<file path="config.mk">
export PLATFORM = sky130hd
export DESIGN_NAME = mem_port_arbiter
export DESIGN_NICKNAME = d
export VERILOG_FILES = /design/src/rtl/mem_arb_pkg.sv /design/src/rtl/mem_arb_pick.sv /design/src/rtl/mem_port_arbiter.sv
export SDC_FILE = /design/constraint.sdc
export NUM_CORES = 1
export LEC_CHECK = 0
export CAP_MARGIN = 10
export CORE_MARGIN = 2
export CORE_UTILIZATION = 39
export DETAILED_ROUTE_END_ITERATION = 10
export HOLD_SLACK_MARGIN = 0.15
export PLACE_DENSITY = 0.86
export SLEW_MARGIN = 20
export SYNTH_ARGS = -nofsm -noshare
export SYNTH_HDL_FRONTEND = slang
export SYNTH_SLANG_ARGS = --single-unit
</file>
<file path="constraint.sdc">
create_clock -name clk -period 6 [get_ports clk]
set_input_delay 1.8 -clock clk [delete_from_list [all_inputs] [get_ports clk]]
set_output_delay 1.8 -clock clk [all_outputs]
set_load 0.02 [all_outputs]
</file>
<file path="src/rtl/mem_arb_pkg.sv">
// Shared types for the unified-memory port arbiter: FSM states and
// transaction owner encoding.
package mem_arb_pkg;

  typedef enum logic [1:0] {
    IDLE  = 2'd0,
    READ  = 2'd1,
    WRITE = 2'd2
  } arb_state_t;

  typedef enum logic [1:0] {
    OWN_NONE = 2'd0,
    OWN_IF   = 2'd1,
    OWN_LS   = 2'd2
  } arb_owner_t;

endpackage

</file>
<file path="src/rtl/mem_arb_pick.sv">
// Winner selection between fetch and load/store. Load/store normally wins,
// but a saturating starvation counter forces a fetch grant after STARVE_MAX
// consecutive load/store grants made while fetch was waiting.
module mem_arb_pick
  import mem_arb_pkg::*;
#(
  parameter int STARVE_MAX = 4
) (
  input  logic       clk,
  input  logic       rst,
  input  logic       if_req,
  input  logic       ls_req,
  input  logic       arb_en,
  output arb_owner_t winner
);

  localparam int CNT_W = (STARVE_MAX < 1) ? 1 : $clog2(STARVE_MAX + 1);
  localparam logic [CNT_W-1:0] CNT_MAX = CNT_W'(STARVE_MAX);

  logic [CNT_W-1:0] starve_q;
  logic [CNT_W-1:0] starve_d;
  logic             if_forced;

  // Pick the winner; fetch is forced through once its wait has saturated
  always_comb begin
    if_forced = if_req && (starve_q == CNT_MAX);
    winner    = OWN_NONE;
    if (arb_en) begin
      if (ls_req && !if_forced) begin
        winner = OWN_LS;
      end else if (if_req) begin
        winner = OWN_IF;
      end
    end
  end

  // Count load/store grants that bypassed a waiting fetch; clear once fetch is served or idle
  always_comb begin
    starve_d = starve_q;
    if (arb_en) begin
      if (!if_req || (winner == OWN_IF)) begin
        starve_d = '0;
      end else if ((winner == OWN_LS) && (starve_q != CNT_MAX)) begin
        starve_d = starve_q + 1'b1;
      end
    end
  end

  // Starvation counter register
  always_ff @(posedge clk or posedge rst) begin
    if (rst) begin
      starve_q <= '0;
    end else begin
      starve_q <= starve_d;
    end
  end

endmodule

</file>
<file path="src/rtl/mem_port_arbiter.sv">
// Shares the single-ported unified memory between instruction fetch and
// load/store. Each access is sequenced by a small FSM that counts the fixed
// read latency and returns a one-cycle done pulse to the owning requester.
module mem_port_arbiter
  import mem_arb_pkg::*;
#(
  parameter int ADDR_W     = 32,
  parameter int DATA_W     = 32,
  parameter int RD_LAT     = 2,
  parameter int STARVE_MAX = 4
) (
  input  logic              clk,
  input  logic              rst,
  input  logic              if_req,
  input  logic [ADDR_W-1:0] if_addr,
  output logic              if_done,
  output logic [DATA_W-1:0] if_rdata,
  input  logic              ls_req,
  input  logic              ls_we,
  input  logic [ADDR_W-1:0] ls_addr,
  input  logic [DATA_W-1:0] ls_wdata,
  output logic              ls_done,
  output logic [DATA_W-1:0] ls_rdata,
  output logic [ADDR_W-1:0] mem_addr,
  output logic              mem_wr,
  output logic [DATA_W-1:0] mem_wdata,
  input  logic [DATA_W-1:0] mem_rdata,
  output logic              busy
);

  localparam int LAT_W = $clog2(RD_LAT + 1);
  localparam logic [LAT_W-1:0] LAT_INIT = LAT_W'(RD_LAT);
  localparam logic [LAT_W-1:0] LAT_LAST = LAT_W'(1);

  arb_state_t        state_q, state_d;
  arb_owner_t        owner_q, owner_d;
  arb_owner_t        winner;
  logic [LAT_W-1:0]  lat_q, lat_d;
  logic [ADDR_W-1:0] mem_addr_q, mem_addr_d;
  logic [DATA_W-1:0] mem_wdata_q, mem_wdata_d;
  logic              mem_wr_q, mem_wr_d;
  logic              read_last;

  mem_arb_pick #(
    .STARVE_MAX (STARVE_MAX)
  ) u_pick (
    .clk    (clk),
    .rst    (rst),
    .if_req (if_req),
    .ls_req (ls_req),
    .arb_en (state_q == IDLE),
    .winner (winner)
  );

  // State, owner, latency counter and memory-side registers; reset aborts any access at once
  always_ff @(posedge clk or posedge rst) begin
    if (rst) begin
      state_q     <= IDLE;
      owner_q     <= OWN_NONE;
      lat_q       <= '0;
      mem_addr_q  <= '0;
      mem_wdata_q <= '0;
      mem_wr_q    <= 1'b0;
    end else begin
      state_q     <= state_d;
      owner_q     <= owner_d;
      lat_q       <= lat_d;
      mem_addr_q  <= mem_addr_d;
      mem_wdata_q <= mem_wdata_d;
      mem_wr_q    <= mem_wr_d;
    end
  end

  // Next-state: arbitrate in IDLE, capture the winner's access, then count down the read latency
  always_comb begin
    state_d     = state_q;
    owner_d     = owner_q;
    lat_d       = lat_q;
    mem_addr_d  = mem_addr_q;
    mem_wdata_d = mem_wdata_q;
    mem_wr_d    = 1'b0;
    case (state_q)
      IDLE: begin
        owner_d = winner;
        if (winner == OWN_IF) begin
          mem_addr_d = if_addr;
          lat_d      = LAT_INIT;
          state_d    = READ;
        end else if (winner == OWN_LS) begin
          mem_addr_d  = ls_addr;
          mem_wdata_d = ls_wdata;
          if (ls_we) begin
            mem_wr_d = 1'b1;
            state_d  = WRITE;
          end else begin
            lat_d   = LAT_INIT;
            state_d = READ;
          end
        end
      end
      READ: begin
        if (lat_q != '0) begin
          lat_d = lat_q - 1'b1;
        end
        if (lat_q == LAT_LAST) begin
          state_d = IDLE;
        end
      end
      WRITE: begin
        state_d = IDLE;
      end
      default: begin
        state_d = IDLE;
      end
    endcase
  end

  // Outputs: done goes only to the owner, in the last read cycle or the single write cycle
  always_comb begin
    read_last = (state_q == READ) && (lat_q == LAT_LAST);
    if_done   = read_last && (owner_q == OWN_IF);
    ls_done   = ((read_last || (state_q == WRITE)) && (owner_q == OWN_LS));
    busy      = (state_q != IDLE);
  end

  assign mem_addr  = mem_addr_q;
  assign mem_wdata = mem_wdata_q;
  assign mem_wr    = mem_wr_q;
  assign if_rdata  = mem_rdata;
  assign ls_rdata  = mem_rdata;

endmodule

</file>
# Word-level counts from Yosys, hierarchy flattened
# Index checks and enable logic that the tools add are counted.
# Widths: inputs -> output; s select.
# totals
ff_bits	74
output_inout_bits	132
# op_classes
n_bitwise	1
eq_ne	13
reduce_logical	21
add_sub_neg	2
muxes	21
# op_table
cell	n
$mux 32	2
$mux 2	10
$reduce_bool 2->1	5
$ne 3x3->1 const B	3
$eq 2x1->1 const B	4
$pmux 2 s2	2
$eq 2x2->1 const B	3
$logic_and 1x1->1	6
$mux 3	2
$reduce_and 2->1	3
$mux 1	5
$ne 2x2->1 const B	2
$reduce_and 4->1	1
$add 3x1->3 const B	1
$eq 3x3->1 const B	1
$reduce_and 3->1	1
$logic_not 1->1	2
$logic_not 2->1	1
$logic_or 1x1->1	2
$sub 2x1->2 const B	1
$not 1->1	1

# Depth between registers and ports, before layout
# Gate-level depths: netlist of the first run.
# depth
depth_word	10
mapped_depth	11
depth_no_buf	9

# By module
# Synthesis of the first run repeated with hierarchy kept, for this count alone.
# hier_totals
hier_cells	332
hier_area_um2	3749.8
# by_module_without_submodules
mod	instances	seq_area_each_um2	area_each_um2	cells_per_inst
mem_port_arbiter	1	1776.7	3562.2	311
mem_arb_pick	1	75.1	187.7	21

# Worst setup path after synthesis of the first run
# Ideal clock, no wire load.
# synth_path
kind	in2out
startpoint	in mem_rdata[0]
endpoint	out if_rdata[0]
cell_stages	1
path_buffers	1
arrival_ps	1934
required_ps	4200
slack_ps	2266
cell_sequence	buf_4
# synth_lines
element	line_no	source
start, declared	mem_port_arbiter.sv:27	input logic [DATA_W-1:0] mem_rdata,
end, declared	mem_port_arbiter.sv:17	output logic [DATA_W-1:0] if_rdata,
# No word-level cell between the ends.

# Worst setup path after layout of the first run
# layout_path
startpoint	in ls_req
endpoint	reg lat_q[0]
# layout_via
elab_chain_cells	6
word_cells_on_any_way	10
cone_classes	4 x eq/ne; 4 x mux; 2 x reduce/logical
# layout_rtl
element	line_no	source
start, declared	mem_port_arbiter.sv:18	input logic ls_req,
$logic_and 1x1->1 *	mem_arb_pick.sv:29	if (ls_req && !if_forced) begin
$mux 2 *	mem_arb_pick.sv:29	
$mux 2 *	mem_arb_pick.sv:28	if (arb_en) begin
net u_pick.winner[0]	mem_arb_pick.sv:14	output arb_owner_t winner
$eq 2x1->1 or $eq 2x2->1 (tied branches)	mem_port_arbiter.sv:85, mem_port_arbiter.sv:89	
$ne 3x3->1 (no line) or $mux 2 (tied branches)	n/a	
$reduce_and 4->1 (no line) or $pmux 2 s2 (tied branches)	n/a	
end signal, assigned	mem_port_arbiter.sv:67	lat_q <= lat_d;
end, declared	mem_port_arbiter.sv:38	logic [LAT_W-1:0] lat_q, lat_d;
# The timed path passes the listed nets; every way through them passes the cells marked *.
# A chain may end at the register's enable or synchronous reset.

==> results of run 1 <==
==> area by class of cell <==
class / instances / area (µm²) / share of cell area (%)
sequential: 74 / 1852 / 34.81
tap: 133 / 166.4 / 3.128
clock buffer: 14 / 162.7 / 3.057
inverter: 8 / 31.28 / 0.5880
multi-input combinational: 171 / 1376 / 25.87
clock inverter: 2 / 35.03 / 0.6585
timing repair buffer: 170 / 1697 / 31.89
==> state kept, by name (all words and copies together) (netlist names) <==
signal           flops
lat_q                2
mem_addr            32
mem_wdata           32
mem_wr               1
owner_q              2
state_q              2
u_pick.starve_q      3
==> how the worst max path moves through the flow <==
stage	from	endpoint	slack, ps	cells past startpoint
finish	ls_req	lat_q[0]	2130	8
CTS	ls_req	lat_q[0]	2120	8
detailed placement	ls_req	lat_q[0]	1750	8
floorplan	mem_rdata[0]	if_rdata[0]	2270	1
global placement	ls_req	state_q[0]	1860	8
global route	ls_req	lat_q[0]	1880	8
==> metal layers <==
metal | vias to the layer above | share of wire (%) | GRT usage [%]
met5 | - | 0 | 0
met4 | 0 | 3.8 | 10.04
met3 | 38 | 9.3 | 5.790
met2 | 137 | 48 | 26.68
met1 | 1242 | 39 | 18.11
li1 | 1249 | - | -
==> where the power goes <==
part	switching, µW	internal (µW)
Sequential	146	749
Clock	172	215
Combinational	704	765
Total	1020	1730
==> cell usage after synthesis (all sizes together), types with 2 or more instances <==
master	count	share of area, %
nand2	7	0.68
nor2	34	3.4
inv	8	0.78
nor3	2	0.26
o21ai	5	0.65
buf	79	16
dfrtp	74	48
nand2b	2	0.32
ha	6	1.9
nand3	4	0.52
nor3b	2	0.39
a21oi	34	4.4
mux2i	34	8.8
mux2	32	12
==> cells in the final DEF (no fill, tap or decap), drive strengths merged, types with 2 or more instances in the layout <==
master and count:
nand3 4, inv 7, dfrtp 74, mux2 32, clkbuf 14, clkdlybuf4s50 168, o21ai 5, ha 6
clkinv 2, nor3 2, nor2 34, mux2i 34, nand2 7, nand2b 2, nor3b 2, buf 2
a21oi 34
==> through the flow <==
stage	hold WS (ps)	instance area, µm²
2_1_floorplan	461.7	3866
3_3_place_gp	482.4	5122
3_5_place_dp	495.4	5122
4_1_cts	510.9	5320
5_1_grt	523.5	5320
6_report	506.9	5320
==> logic make-up after synthesis <==
group                    Yosys count  synth area share [%]
buffers and inverters             88                 16.70
flip-flops                        74                 47.90
multiplexers                      66                 21.04
AND/OR/NAND/NOR                   58                 6.894
AO/OA/AOI/OAI                     41                 5.534
adder cells (fa/ha/maj)            6                 1.942
==> worst max-delay path, stage by stage <==
cell and delay (ps):
clkdlybuf4s50_1 410, a21bo_2 190, nand3_1 110, inv_1 90
ha_2 870, nor2b_1 160, o311ai_0 310, o21ai_0 130
==> out/metrics.yaml, run 1 <==
r2r_slack_ps: 3390
postRouteAntennaNets: 0
crit_required_ps: 6200
cts_setup_buffers: 0
viasPerCell: 4.661
fp-row-count: 36
io_pins: 265
netlist_area_um2: 3866
drive_gt1_share_pct: 12.30
worst_pin_slew_ps: 1044
grt_max_degree: 75
setup_tns_ps: 0
relSlewSlack_pct: 30.41
cts_hold_buffers: 0
grt_setup_unrepaired: "false"
wl_per_cell_um: 14.95
cts_root_buffer: "clkbuf_8"
status: "completed"
worstHoldPathCells: 1
p_per_area_nw_per_um2: 517.1
gr-total-overflow: 0
dr.first_iter.drc_count: 67
max-cap-violations: 0
totalWireLength_mm: 8.554
synthFlopType: "dfrtp_1"
die_x_um: 103.6
firstDrtPassIters: 4
clkSinkCount: 74
preCtsSetupSlack_ps: 1752
postSynthCellCount: 333
place_congestion: 0.7097
hold_path.class: "register to register"
final_cell_count_no_fill: 572
crit-reg2reg-capture: "lat_q[0]"
dieArea_um2: 10730
slew_violations: 0
core-area_um2: 9684
grt_pass1_vias: 2862
fmax_mhz: 258.6
vias: 2666
synthToLayoutAreaGrowth_pct: 37.61
cts_tree: "yes"
timing.final.ws_setup_ps: 2133
ir_drop_mv: 0.2806
antenna_found_initial: 0
total_power_uw: 2751
r2r_cells: 9
io_buffer_count: 168
min_period_ps: 3867
clock_latency_ps: 340
hold_end: "mem_wdata[28]"
async_reset_ff_share_pct: 100.0
finalSetupViolCount: 0
grtUsageTotal_pct: 16.27
ctsHtreeMaxLevel: 3
hold_viol_final: 0
power_leakage_uw: 0.002211
skew_ps: 8.360
worstSetupPathType: "input pin to register"
nNetsFinal: 573
worstSetupEndpointType: "register"
cts.clk_slew.worst_paths_ps: 60
cts_buffer_depth: 2
cts_inserted_buffers: 9
critPathLaunchType: "input pin"
ctsResizeCount: 0
dp_hpwl_mm: 6.327
seq_area_frac_synth_pct: 47.90
min-delay-start: "mem_wdata[28]"
antenna_cells: 0
synth_fp_nets: 472
avgSynthCellArea_um2: 11.61
synth_cell_types: 29
dp.cells: 556
timing.rr.start: "u_pick.starve_q[0]"
start_util_pct: 39.92
worst-path-max-fanout: 36
min_period_over_period_pct: 64.44
fillCellCount: 815
synth_edf_count: 0
chipHeight_um: 103.6
route.detailed.drc: 0
ys_seq_elements: 74
grt_pass1_wl_mm: 13.95
yosysWarnings: 0
cp.arrival_ps: 4070
fin_util_pct: 54.94
Power figures use the tool's default switching activity.
==> inputs of run 2 (changes only) <==
--- a/config.mk
+++ b/config.mk
@@ -7,10 +7,10 @@
 export LEC_CHECK = 0
 export CAP_MARGIN = 10
 export CORE_MARGIN = 2
-export CORE_UTILIZATION = 39
+export CORE_UTILIZATION = 32
 export DETAILED_ROUTE_END_ITERATION = 10
 export HOLD_SLACK_MARGIN = 0.15
-export PLACE_DENSITY = 0.86
+export PLACE_DENSITY = 0.75
 export SLEW_MARGIN = 20
 export SYNTH_ARGS = -nofsm -noshare
 export SYNTH_HDL_FRONTEND = slang
==> constraint.sdc (replaced) <==
create_clock -name clk -period 3.34 [get_ports clk]
set_input_delay 1.002 -clock clk [delete_from_list [all_inputs] [get_ports clk]]
set_output_delay 1.002 -clock clk [all_outputs]
set_load 0.02 [all_outputs]
==> run 2 against run 1 <==
Net effect:
- non-clock buffer count rose by 4
- critical path type is now register to output port
- combinational power increased by 83%
- hold slack better by 4.5 ps
- total power is 95% higher
- register-to-register slack worse by 2200 ps
- flip-flop and latch count is the same
- final area up 4.3%
- cell count is 3.1% higher
- die area rose by 21%
==> out/metrics.yaml, run 2 (synthesis results as in run 1) <==
status: "completed"
relSlewSlack_pct: 60.04  # +30 points
ctsHtreeMaxLevel: 3  # unchanged
cts_root_buffer: "clkbuf_16"
fp-row-count: 40  # +11%
gr-total-overflow: 0  # unchanged
start_util_pct: 32.46  # -7.5 points
antenna_found_initial: 0  # unchanged
min_period_over_period_pct: 89.44
crit_chain: "inv_1 -> ha_1 -> and2b_1 -> mux2i_1 -> nor3b_1 -> clkdlybuf4s50_1"
hold_path.class: "register to register"
postRouteAntennaNets: 0  # unchanged
vias: 2694  # +1.1%
crit_required_ps: 2340  # -3860 ps
cts_hold_buffers: 0  # unchanged
synthToLayoutAreaGrowth_pct: 43.53
grtUsageTotal_pct: 14.14  # -2.1 points
place_area_um2: 5220  # +1.9%
nNetsFinal: 577  # +0.70%
worst_pin_slew_ps: 598.7  # -445.1 ps
p_per_area_nw_per_um2: 965.5  # +87%
post-route-cell-area_um2: 5549  # +4.3%
totalWireLength_mm: 9.034  # +5.6%
io_buffer_count: 168  # unchanged
cts_setup_buffers: 0  # unchanged
fin_util_pct: 46.59  # -8.3 points
route.detailed.drc: 0  # unchanged
cts_tree: "yes"
cts.clk_slew.worst_paths_ps: 60  # about the same
ir_drop_mv: 0.3389  # +21%
finalSetupViolCount: 0  # unchanged
min_period_ps: 2987
max-cap-violations: 0  # unchanged
worst-path-max-fanout: 2  # -94%
place_congestion: 0.8072  # +14%
clkSinkCount: 74  # unchanged
skew_ps: 8.020  # -0.3400 ps
cts_buffer_depth: 2  # unchanged
grt_pass1_vias: 2940  # +2.7%
dr.first_iter.drc_count: 121  # +81%
firstDrtPassIters: 4  # unchanged
grt_max_degree: 66  # -12%
die_x_um: 113.9  # +10%
antenna_cells: 0  # unchanged
hold_viol_final: 0  # unchanged
grt_setup_unrepaired: "false"
viasPerCell: 4.566  # -2.0%
dieArea_um2: 12980  # +21%
clock_latency_ps: 340  # about the same
cp_slowest_cell: "clkdlybuf4s50_1"
final_common_cell: "clkdlybuf4s50_1"
cts_inserted_buffers: 9  # unchanged
power_leakage_uw: 0.002305  # +4.2%
ctsResizeCount: 0  # unchanged
chipHeight_um: 113.9  # +10%
grt_pass1_wl_mm: 14.26  # +2.2%
io_pins: 265  # unchanged
slew_violations: 0  # unchanged
fmax_mhz: 334.8
critPathLaunchType: "register"
core-area_um2: 11910  # +23%
worstSetupPathType: "register to output port"
dp_hpwl_mm: 6.725  # +6.3%
setup_tns_ps: 0  # unchanged
drive_gt1_share_pct: 13.77  # +1.5 points
worstSetupEndpointType: "output port"
final_cell_mix: "168 x clkdlybuf4s50_1, 74 x dfrtp_1, 34 x mux2i_1, 34 x a21oi_1, 33 x nor2_1"
cp.arrival_ps: 1990  # -2080 ps
critPathMaxStageDelay_ps: 630  # -240 ps
wl_per_cell_um: 15.31  # +2.4%
-- run 2: per-layer routing --
metal,GRT usage (%),vias up,share of wire [%]
met2,22.79,148,46
li1,-,1269,-
met4,7.236,0,3.0
met5,0,-,0
met3,6.111,37,11
met1,16.01,1240,40
-- run 2: path summary, 6_finish.rpt --
check,from,endpoint,slack [ps],depth (start not counted)
min,mem_wdata[1],mem_wdata[1],510,1
min reg2reg,mem_wdata[1],mem_wdata[1],510,1
max in group asynchronous,rst,mem_wdata[5],1670,3
max,lat_q[1],ls_done,350,6
min in group asynchronous,rst,mem_addr[29],1040,2
max reg2reg,state_q[0],mem_wdata[9],1190,7
-- run 2: area by class of cell --
| cell class | count | area, µm² |
|---|---|---|
| fillers | 1103 | 6362 |
| flip-flops and latches | 74 | 1852 |
| repair buffers | 174 | 1777 |
| multi-input cells | 171 | 1376 |
| clock buffers | 10 | 239.0 |
| well taps | 147 | 183.9 |
| clock inverters | 6 | 90.09 |
| inverters | 8 | 31.28 |
-- run 2: critical path, delay by kind of cell (launching register included) --
family | cells | cell delay, ps
multiplexers | 1 | 80
AND/OR/NAND/NOR | 2 | 330
flip-flops | 1 | 370
buffers and inverters | 2 | 710
adder cells (fa/ha/maj) | 1 | 160
-- run 2: power breakdown --
part,total [µW],internal (µW),switching [µW]
Sequential,1610,1350,267
Combinational,2690,1420,1270
Clock,1050,675,377
Total,5360,3440,1910
-- run 2: through the flow --
step	power [µW]	hold WS, ps	setup slack (ps)	std cells
after floorplan	3308	461.7	456.4	333
after global placement	4270	483.5	399.4	574
after detailed placement	4340	497.3	351.2	574
after CTS	5444	508.4	318.8	590
after global routing	5706	524.5	257.7	590
final	5358	511.3	352.7	590
